**config.mk**
```make
export PLATFORM = sky130hd
export DESIGN_NAME = json_drive_sender
export DESIGN_NICKNAME = d
export VERILOG_FILES = /design/src/rtl/json_drive_sender.sv
export SDC_FILE = /design/constraint.sdc
export NUM_CORES = 1
export LEC_CHECK = 0
export ABC_AREA = 1
export BUFFER_PORTS_ARGS = -buffer_cell sky130_fd_sc_hd__buf_2
export CELL_PAD_IN_SITES_DETAIL_PLACEMENT = 1
export CELL_PAD_IN_SITES_GLOBAL_PLACEMENT = 1
export CORE_MARGIN = 4
export CORE_UTILIZATION = 40
export CTS_CLUSTER_DIAMETER = 50
export CTS_CLUSTER_SIZE = 25
export DETAILED_ROUTE_END_ITERATION = 8
export GPL_TIMING_DRIVEN = 0
export PLACE_DENSITY_LB_ADDON = 0.15
export SLEW_MARGIN = 20
export SYNTH_ARGS = -nofsm -noshare
export SYNTH_HDL_FRONTEND = slang
export SYNTH_SLANG_ARGS = --single-unit
export TNS_END_PERCENT = 100
```
**constraint.sdc**
```tcl
create_clock -name clk -period 6.5 [get_ports clk]
set_input_delay 0 -clock clk [delete_from_list [all_inputs] [get_ports clk]]
set_output_delay 0 -clock clk [all_outputs]
set_load 0.01 [all_outputs]
```
**src/rtl/json_drive_sender.sv**
```systemverilog
// Drive-command to JSON frame sender: latches {direction, speed}, formats a 28-byte
// {"T":1,"L":s0.DD,"R":s0.DD}\n frame and shifts it out on an 8N1 UART TX line.
module json_drive_sender #(
  parameter int CLKS_PER_BIT  = 434,
  parameter int BITS_N        = 8,
  parameter int SPEED_W       = 3,
  parameter int SPEED_STEP    = 5,
  parameter int REPEAT_CYCLES = 0
) (
  input  logic               clk,
  input  logic               rst,
  input  logic               cmd_valid,
  output logic               cmd_ready,
  input  logic [2:0]         direction,
  input  logic [SPEED_W-1:0] speed,
  output logic               uart_out,
  output logic               busy,
  output logic               done,
  output logic [4:0]         byte_idx
);

  localparam logic [2:0] S_IDLE  = 3'd0;
  localparam logic [2:0] S_START = 3'd1;
  localparam logic [2:0] S_DATA  = 3'd2;
  localparam logic [2:0] S_STOP  = 3'd3;
  localparam logic [2:0] S_DONE  = 3'd4;

  localparam int CW = (CLKS_PER_BIT > 1) ? $clog2(CLKS_PER_BIT) : 1;
  localparam int BW = (BITS_N > 1) ? $clog2(BITS_N) : 1;
  localparam logic [CW-1:0] CLK_LAST  = CW'(CLKS_PER_BIT - 1);
  localparam logic [BW-1:0] BIT_LAST  = BW'(BITS_N - 1);
  localparam logic [4:0]    BYTE_LAST = 5'd27;
  localparam bit            HB_EN     = (REPEAT_CYCLES > 0);
  // The counter reads 1 in the first idle cycle after done, so firing at
  // REPEAT_CYCLES-1 puts the resent start bit REPEAT_CYCLES cycles after done.
  localparam logic [31:0]   HB_LIM    = HB_EN ? 32'(REPEAT_CYCLES - 1) : 32'd0;

  logic [2:0]         state_q, state_d;
  logic [CW-1:0]      clk_cnt_q, clk_cnt_d;
  logic [BW-1:0]      bit_q, bit_d;
  logic [4:0]         byte_q, byte_d;
  logic [2:0]         dir_q, dir_d;
  logic [SPEED_W-1:0] spd_q, spd_d;
  logic               has_cmd_q, has_cmd_d;
  logic [31:0]        hb_q, hb_d;
  logic               uart_q, uart_d;
  logic               busy_q, busy_d;
  logic               done_q, done_d;
  logic               ready_q, ready_d;
  logic [4:0]         idx_q, idx_d;
  logic               accept_s;
  logic               fire_s;
  logic [BITS_N-1:0]  char_s;

  function automatic logic [7:0] frame_byte(input logic [4:0] idx,
                                            input logic [2:0] dir,
                                            input logic [SPEED_W-1:0] spd);
    int         mag;
    logic [7:0] sgn_l;
    logic [7:0] sgn_r;
    logic [7:0] tens;
    logic [7:0] ones;
    logic [7:0] ch;
    mag   = int'(spd) * SPEED_STEP;
    sgn_l = 8'h20;
    sgn_r = 8'h20;
    case (dir)
      3'd1: sgn_l = 8'h20;
      3'd2: begin sgn_l = 8'h2D; sgn_r = 8'h2D; end
      3'd3: sgn_l = 8'h2D;
      3'd4: sgn_r = 8'h2D;
      default: mag = 0;
    endcase
    tens = 8'h30 + 8'(mag / 10);
    ones = 8'h30 + 8'(mag % 10);
    case (idx)
      5'd0:  ch = 8'h7B;
      5'd1:  ch = 8'h22;
      5'd2:  ch = 8'h54;
      5'd3:  ch = 8'h22;
      5'd4:  ch = 8'h3A;
      5'd5:  ch = 8'h31;
      5'd6:  ch = 8'h2C;
      5'd7:  ch = 8'h22;
      5'd8:  ch = 8'h4C;
      5'd9:  ch = 8'h22;
      5'd10: ch = 8'h3A;
      5'd11: ch = sgn_l;
      5'd12: ch = 8'h30;
      5'd13: ch = 8'h2E;
      5'd14: ch = tens;
      5'd15: ch = ones;
      5'd16: ch = 8'h2C;
      5'd17: ch = 8'h22;
      5'd18: ch = 8'h52;
      5'd19: ch = 8'h22;
      5'd20: ch = 8'h3A;
      5'd21: ch = sgn_r;
      5'd22: ch = 8'h30;
      5'd23: ch = 8'h2E;
      5'd24: ch = tens;
      5'd25: ch = ones;
      5'd26: ch = 8'h7D;
      5'd27: ch = 8'h0A;
      default: ch = 8'h20;
    endcase
    return ch;
  endfunction

  // Next-state logic; outputs are derived from the next state so they are registered.
  always_comb begin
    state_d   = state_q;
    clk_cnt_d = clk_cnt_q;
    bit_d     = bit_q;
    byte_d    = byte_q;
    dir_d     = dir_q;
    spd_d     = spd_q;
    has_cmd_d = has_cmd_q;
    hb_d      = hb_q;
    accept_s  = (state_q == S_IDLE) && ready_q && cmd_valid;
    fire_s    = HB_EN && (state_q == S_IDLE) && has_cmd_q && (hb_q >= HB_LIM);

    case (state_q)
      S_IDLE: begin
        if (accept_s || fire_s) begin
          if (accept_s) begin
            dir_d     = direction;
            spd_d     = speed;
            has_cmd_d = 1'b1;
          end else begin
            has_cmd_d = has_cmd_q;
          end
          state_d   = S_START;
          clk_cnt_d = '0;
          bit_d     = '0;
          byte_d    = 5'd0;
          hb_d      = 32'd0;
        end else if (hb_q < HB_LIM) begin
          hb_d = hb_q + 32'd1;
        end else begin
          hb_d = hb_q;
        end
      end
      S_START: begin
        if (clk_cnt_q == CLK_LAST) begin
          state_d   = S_DATA;
          clk_cnt_d = '0;
          bit_d     = '0;
        end else begin
          clk_cnt_d = clk_cnt_q + 1'b1;
        end
      end
      S_DATA: begin
        if (clk_cnt_q == CLK_LAST) begin
          clk_cnt_d = '0;
          if (bit_q == BIT_LAST) begin
            state_d = S_STOP;
          end else begin
            bit_d = bit_q + 1'b1;
          end
        end else begin
          clk_cnt_d = clk_cnt_q + 1'b1;
        end
      end
      S_STOP: begin
        if (clk_cnt_q == CLK_LAST) begin
          clk_cnt_d = '0;
          if (byte_q == BYTE_LAST) begin
            state_d = S_DONE;
          end else begin
            state_d = S_START;
            byte_d  = byte_q + 5'd1;
          end
        end else begin
          clk_cnt_d = clk_cnt_q + 1'b1;
        end
      end
      S_DONE: begin
        state_d = S_IDLE;
        hb_d    = 32'd1;
      end
      default: state_d = S_IDLE;
    endcase

    char_s = BITS_N'(frame_byte(byte_d, dir_d, spd_d));
    case (state_d)
      S_START: uart_d = 1'b0;
      S_DATA:  uart_d = char_s[bit_d];
      default: uart_d = 1'b1;
    endcase
    busy_d  = (state_d != S_IDLE);
    done_d  = (state_d == S_DONE);
    ready_d = (state_d == S_IDLE);
    if ((state_d == S_START) || (state_d == S_DATA) || (state_d == S_STOP)) begin
      idx_d = byte_d;
    end else begin
      idx_d = 5'd0;
    end
  end

  // State and output registers with synchronous reset.
  always_ff @(posedge clk) begin
    if (rst) begin
      state_q   <= S_IDLE;
      clk_cnt_q <= '0;
      bit_q     <= '0;
      byte_q    <= 5'd0;
      dir_q     <= 3'd0;
      spd_q     <= '0;
      has_cmd_q <= 1'b0;
      hb_q      <= 32'd0;
      uart_q    <= 1'b1;
      busy_q    <= 1'b0;
      done_q    <= 1'b0;
      ready_q   <= 1'b0;
      idx_q     <= 5'd0;
    end else begin
      state_q   <= state_d;
      clk_cnt_q <= clk_cnt_d;
      bit_q     <= bit_d;
      byte_q    <= byte_d;
      dir_q     <= dir_d;
      spd_q     <= spd_d;
      has_cmd_q <= has_cmd_d;
      hb_q      <= hb_d;
      uart_q    <= uart_d;
      busy_q    <= busy_d;
      done_q    <= done_d;
      ready_q   <= ready_d;
      idx_q     <= idx_d;
    end
  end

  assign uart_out  = uart_q;
  assign busy      = busy_q;
  assign done      = done_q;
  assign cmd_ready = ready_q;
  assign byte_idx  = idx_q;

endmodule
```
Word-level counts from Yosys, hierarchy flattened
Cells that the tools add are included.
- output and inout bits: 9
- word-level logic and storage cells: 115
- flip-flop bits (word level): 35
- equality and inequality tests: 42
- div/mod/pow operators: 2
- muxes and demuxes: 30
- multiply operators: 1
- bitwise logic cells: 1
- order comparisons: 1
- add/subtract/negate cells: 5
- reduce and logical (&&, ||, !) cells: 22
- operators with widths (operator ; number):
    case mux 8 bit (16 select lines) ; 1
    == test 5 bit (second input constant) ; 13
    two-way mux 3 bit ; 14
    == test 5 x 4 -> 1 bit (second input constant) ; 8
    divider 32 x 5 -> 32 bit (second input constant) ; 1
    remainder unit 32 x 5 -> 32 bit (second input constant) ; 1
    == test 5 x 3 -> 1 bit (second input constant) ; 4
    == test 3 x 2 -> 1 bit (second input constant) ; 6
    two-way mux 9 bit ; 2
    case mux 9 bit (2 select lines) ; 1
    adder 6 x 8 -> 8 bit (first input constant) ; 2
    OR reduction 2 bit ; 8
    two-way mux 5 bit ; 3
    case mux 3 bit (4 select lines) ; 1
    == test 5 x 2 -> 1 bit (second input constant) ; 2
    case mux 5 bit (2 select lines) ; 1
    adder 9 x 1 -> 9 bit (second input constant) ; 1
    == test 3 x 1 -> 1 bit (second input constant) ; 3
    == test 3 bit (second input constant) ; 3
    == test 9 bit (second input constant) ; 1
    case mux 3 bit (3 select lines) ; 1
    two-way mux 4 bit ; 2
    zero test 3 bit ; 2
    multiplier 3 x 3 -> 6 bit (second input constant) ; 1
    other kinds (19) ; 22

Logic depth before layout (Yosys ltp)
- word-level depth: 14
- mapped depth: 38
- depth with buffers taken out: 37

Worst setup path before layout
No wires, ideal clock.
- path kind: register -> register
- start: register ready_q, in the netlist cmd_ready
- end: register uart_q, in the netlist uart_out
- period minus slack after synthesis: 4683 ps
- setup time: 113 ps
- path slack: 1817 ps
- data required time: 6387 ps
- stages on the path, launching flop included: 39
- arrival: 4570 ps
- path through: dfxtp_1 nand2_1 nor2_4 nand2_4 buf_6 inv_1 or2_2 o21ai_0 inv_1 ha_1 ha_1 ha_1 nand2_1 ha_1 inv_1 ha_1 nor2_1 nand3b_2 [... 3 more ...] nand2_2 nand2_2 inv_1 ha_1 nor2_1 o21a_1 a21oi_1 a211o_1 ha_1 a21oi_1 nor2_1 nand4_1 nand2_1 nand2_1 nand2_1 nand3_1 nand2_1 nand2_1
- elaborated cells on any way between the ends: 68
- those cells by class: add/sub (2); mul (1); div (2); eq/ne (33); mux (17); reduce/logical (13)
- RTL lines (element ; RTL line ; source):
    from (decl) ; 49 ; logic ready_q, ready_d;
    from (signal assigned) ; 229 ; ready_q <= ready_d;
    logical AND 1 bit (*) (2 in a row) ; 120 ; accept_s = (state_q == S_IDLE) && ready_q && cmd_valid;
    two-way mux 3 bit (*) ; 125 ; if (accept_s || fire_s) begin
    two-way mux 3 bit (*) ; 123 ; case (state_q)
    net spd_d[0] ; 43 ; logic [SPEED_W-1:0] spd_q, spd_d;
    multiplier 3 x 3 -> 6 bit (*) ; 64 ; mag = int'(spd) * SPEED_STEP;
    two-way mux 6 bit (*) ; 67 ; case (dir)
    remainder unit 32 x 5 -> 32 bit or divider 32 x 5 -> 32 bit (tied branches) ; 75, 74 ;
    adder 6 x 8 -> 8 bit (on tied branches) ; 75, 74 ;
    case mux 8 bit (16 select lines) (*) ; 76 ; case (idx)
    binary-select mux 1 bit (select 3 bit) (*) ; 188 ; S_DATA: uart_d = char_s[bit_d];
    two-way mux 1 bit (implied by the code) (*) ; 188 ;
    case mux 1 bit (2 select lines) (*) ; 186 ; case (state_d)
    to (signal assigned) ; 226 ; uart_q <= uart_d;
    to (decl) ; 46 ; logic uart_q, uart_d;
The timed path passes the listed nets; every way through them passes the cells marked *. The select of a mux whose other input is x is not followed.
A chain may end at the register's enable or synchronous reset.

Worst setup path in the final report
- start: register state_q[2]
- end: register uart_q, in the netlist uart_out
- elaborated cells on any way between the ends: 76
- those cells by class: add/sub (2); mul (1); div (2); eq/ne (36); mux (21); reduce/logical (14)
- RTL lines (element ; RTL line ; source):
    from (decl) ; 38 ; logic [2:0] state_q, state_d;
    from (signal assigned) ; 218 ; state_q <= state_d;
    zero test 3 bit (*) ; 120, 123 ;
    logical AND 1 bit (2 in a row) ; 120 ;
    two-way mux 3 bit ; 125 ;
    two-way mux 3 bit (*) ; 123 ;
    net spd_d[0] ; 43 ;
    multiplier 3 x 3 -> 6 bit (*) ; 64 ;
    two-way mux 6 bit (*) ; 67 ;
    remainder unit 32 x 5 -> 32 bit or divider 32 x 5 -> 32 bit (tied branches) ; 75, 74 ;
    adder 6 x 8 -> 8 bit (on tied branches) ; 75, 74 ;
    case mux 8 bit (16 select lines) (*) ; 76 ;
    binary-select mux 1 bit (select 3 bit) (*) ; 188 ;
    two-way mux 1 bit (implied by the code) (*) ; 188 ;
    case mux 1 bit (2 select lines) (*) ; 186 ;
Marked as above.

==> summary.md <==
| Metric | Value |
|---|---|
| Status | finished, final reports clean |
| CP dominant cell by count | ha_1 |
| Worst R2R Start | state_q[2] |
| Async SR Flop Fraction | 0% |
| Worst endpoint data arrival time | 5630 ps |
| RSZ-0062 raised after global routing | false |
| Clock Pin Slew Worst Setup and Hold Paths | 70 ps |
| # H-tree levels | 2 |
| Area delta synth->final | 10.4% |
| Worst slack, placed | 1110 ps |
| Most common cell after layout, fill and taps aside | nand2_1 |
| Worst setup EP type | flip-flop |
| Die footprint | 0.00850 sq mm |
| Layout fillers | 972 |
| Post-synthesis simple-gate area fraction | 45.1% |
| 1st-iter DRT viols | 112 |
| Max Freq | 0.185 GHz |
| Sequential element share of the synthesized area | 24.7% |
| ANT cells | 0 |
| Rel. slew slack | 45.8% |
| Worst Tran Pin Value | 811 ps |
| #FFs+latches synth | 35 |
| R2R depth | 36 |
| Placer congestion estimate | 0.856 |
| Synth Area per Inst | 6.15 sq um |
| Largest net degree at the start of global routing | 11 |
| Static Leak | 1.54 nW |
| Final hold vios | 0 |
| Post-synthesis compound-gate area fraction | 12.6% |
| Rows | 30 |
| Peak VDD IR | 0.0542 mV |
| Clock root buffer | clkbuf_8 |
| CP Launch Type | flip-flop |
| Fin Setup TNS | 0 ps |
| Post-CTS Setup Inserts | 0 |
| Initial Util | 41.5% |
| Pre-antenna DRT Iters | 4 |
| Synth area leaders | dfxtp_1, nand2_1, inv_1, nor2_1, nand3_1 |
| Most used DFF post-synth | dfxtp_1 |
| YS warnings | 0 |
| Cell area power density | 166 mW/mm^2 |
| FF-to-FF setup slack | 1090 ps |
| Core Area | 0.00683 sq mm |
| Worst Path Required | 6730 ps |
| Initial antenna violation count | 0 |
| Setup WS post-layout | 1090 ps |
| Top-area cell type share of the netlist area | 24.7% |
| Post-DR wirelength/cell | 13.5 microns |
| CP max-delay cell | dfxtp_1 |
| Share of cells above drive strength 1 | 12.0% |
| Grt total ovfl | 0 |
| Via Count | 3003 |
| Hold Crit Start | speed[2] |
| Mux cell area share after synthesis | 0% |
| Synth area leader | dfxtp_1 |
| CTS Hold Buffers Added | 0 |
| Largest family of logic cells by synthesized area | simple AND/OR/NAND/NOR gates |
| Most frequent cells in the layout | nand2_1, inv_1, nor2_1, nand3_1, dfxtp_1 |
| # DRC | 0 |
| Reg2reg end | uart_out |
| Crit path max fanout | 10 |
| Post-synth EDFFs | 0 |
| Clock skew | 5.03 ps |
| Die width | 92.2 microns |
| TritonCTS clock tree | yes |
| Slew Viols, Final | 0 |
| Via density | 5.17 |
| CP Class | flip-flop to flip-flop |
| Netlist Area Pre-Place | 0.00284 sq mm |
| TritonCTS Buffers | 5 |
| Post-DP HPWL | 6350 microns |
| Syn Nets | 483 |
| Hold Path Depth | 3 |
| Max incr delay on CP | 500 ps |
| Die height | 92.2 microns |
| Synth unique cells | 43 |
| CTS max path bufs | 2 |
| Max-cap violation count | 0 |
| Final Critical Period | 5410 ps |
| Routed Wire Length | 7850 microns |
| Buffers on Ports | 17 |
| Ports | 18 |
| Skew-Pair Late Insertion Delay | 290 ps |
| CTS sink cnt | 35 |
| HP Class | input pin to flip-flop |
| Setup violators final | 0 |
| Adder-cell share of the synthesized area | 5.73% |
| Total power | 0.519 mW |
| Synthesized instance count | 461 |
| Post-route ant nets | 0 |
| Xor-xnor portion of the synthesized cell area | 0.926% |
| Period utilization | 83.2% |
| GRT Overall Usage | 19.1% |
| CTS resizes | 0 |
| Vias in the first global route | 2959 |
| First-pass GRT wire length | 13500 microns |
| Worst Hold End | spd_q[2] |
| Nets | 507 |
==> metal layers <==
metal	global-route usage, %	vias to the layer above	routed length, microns
met4	4.46	0	48
li1	-	1539	-
met2	34.9	32	3880
met5	0	-	0
met3	2.21	4	148
met1	23.8	1428	3770
==> kinds of logic (layout without fill, tap and decap cells) <==
logic type	count (synthesis)	in the layout
buf+inv	78	102
flops	35	35
xor+xnor	3	3
compound gates	56	56
fa+ha+maj	13	13
simple gates	276	276
==> cell type report <==
cell class	instances	area [sq um]	share of cell area (%)
flip-flops and latches	35	701	22.4
repair buffers	17	85.1	2.72
inverters	71	267	8.51
clock buffers	6	82.6	2.64
well taps	96	120	3.84
multi-input cells	348	1830	58.4
clock inverters	1	5.00	0.160
plain buffers	7	42.5	1.36
==> critical path: cells and delay by family (launching register included) <==
| kind | cells | cell delay, ps |
|---|---|---|
| adder cells (fa/ha/maj) | 7 | 1610 |
| buffers and inverters | 6 | 610 |
| flip-flops | 1 | 500 |
| AND/OR/NAND/NOR | 18 | 1900 |
| AO/OA/AOI/OAI | 5 | 730 |
==> Yosys cell counts, types with 2 or more instances <==
cell,count
a2111oi_0,2
a211oi_1,4
a21oi_1,17
buf_6,2
clkbuf_1,4
dfxtp_1,35
ha_1,13
inv_1,67
inv_2,3
nand2_1,118
nand2_2,5
nand2_4,4
nand3_1,40
nand3_2,2
nand3b_1,4
nand3b_2,2
nand4_1,6
nand4_2,3
nor2_1,64
nor2_2,2
nor2_4,2
nor3_1,16
nor3_2,2
o2111ai_1,3
o211ai_1,2
o21a_1,3
o21ai_0,14
o22ai_1,2
o31ai_1,2
or2_2,4
xor2_1,2
==> worst max path at each step <==
stage / from / end / cells after the start
after global routing: state_q[2] / uart_out / 36
after CTS: state_q[2] / uart_out / 36
after global placement: state_q[2] / uart_out / 37
after detailed placement: state_q[2] / uart_out / 36
after floorplan: cmd_ready / uart_out / 38
final: state_q[2] / uart_out / 36
==> power by group <==
| group | internal, mW | total, mW | switching (mW) |
|---|---|---|---|
| logic | 0.0439 | 0.133 | 0.0895 |
| clock network | 0.0832 | 0.162 | 0.0786 |
| registers | 0.220 | 0.224 | 0.00344 |
==> stage by stage <==
step	cell area (sq um)	utilization (%)	hold slack (ps)	cells
2_1_floorplan	2840	-	194	461
3_3_place_gp	3040	44.5	307	574
3_5_place_dp	3040	44.5	321	574
4_1_cts	3130	45.8	20.9	581
5_1_grt	3130	45.8	53.5	581
6_report	3130	45.8	25.7	581
==> flip-flops by register name (all words and copies together) (netlist names), 3 cells and up <==
name	cells
bit_q	3
byte_idx	5
byte_q	5
clk_cnt_q	9
dir_q	3
spd_q	3
state_q	3
Note: power is estimated with default switching activity, not from simulation.
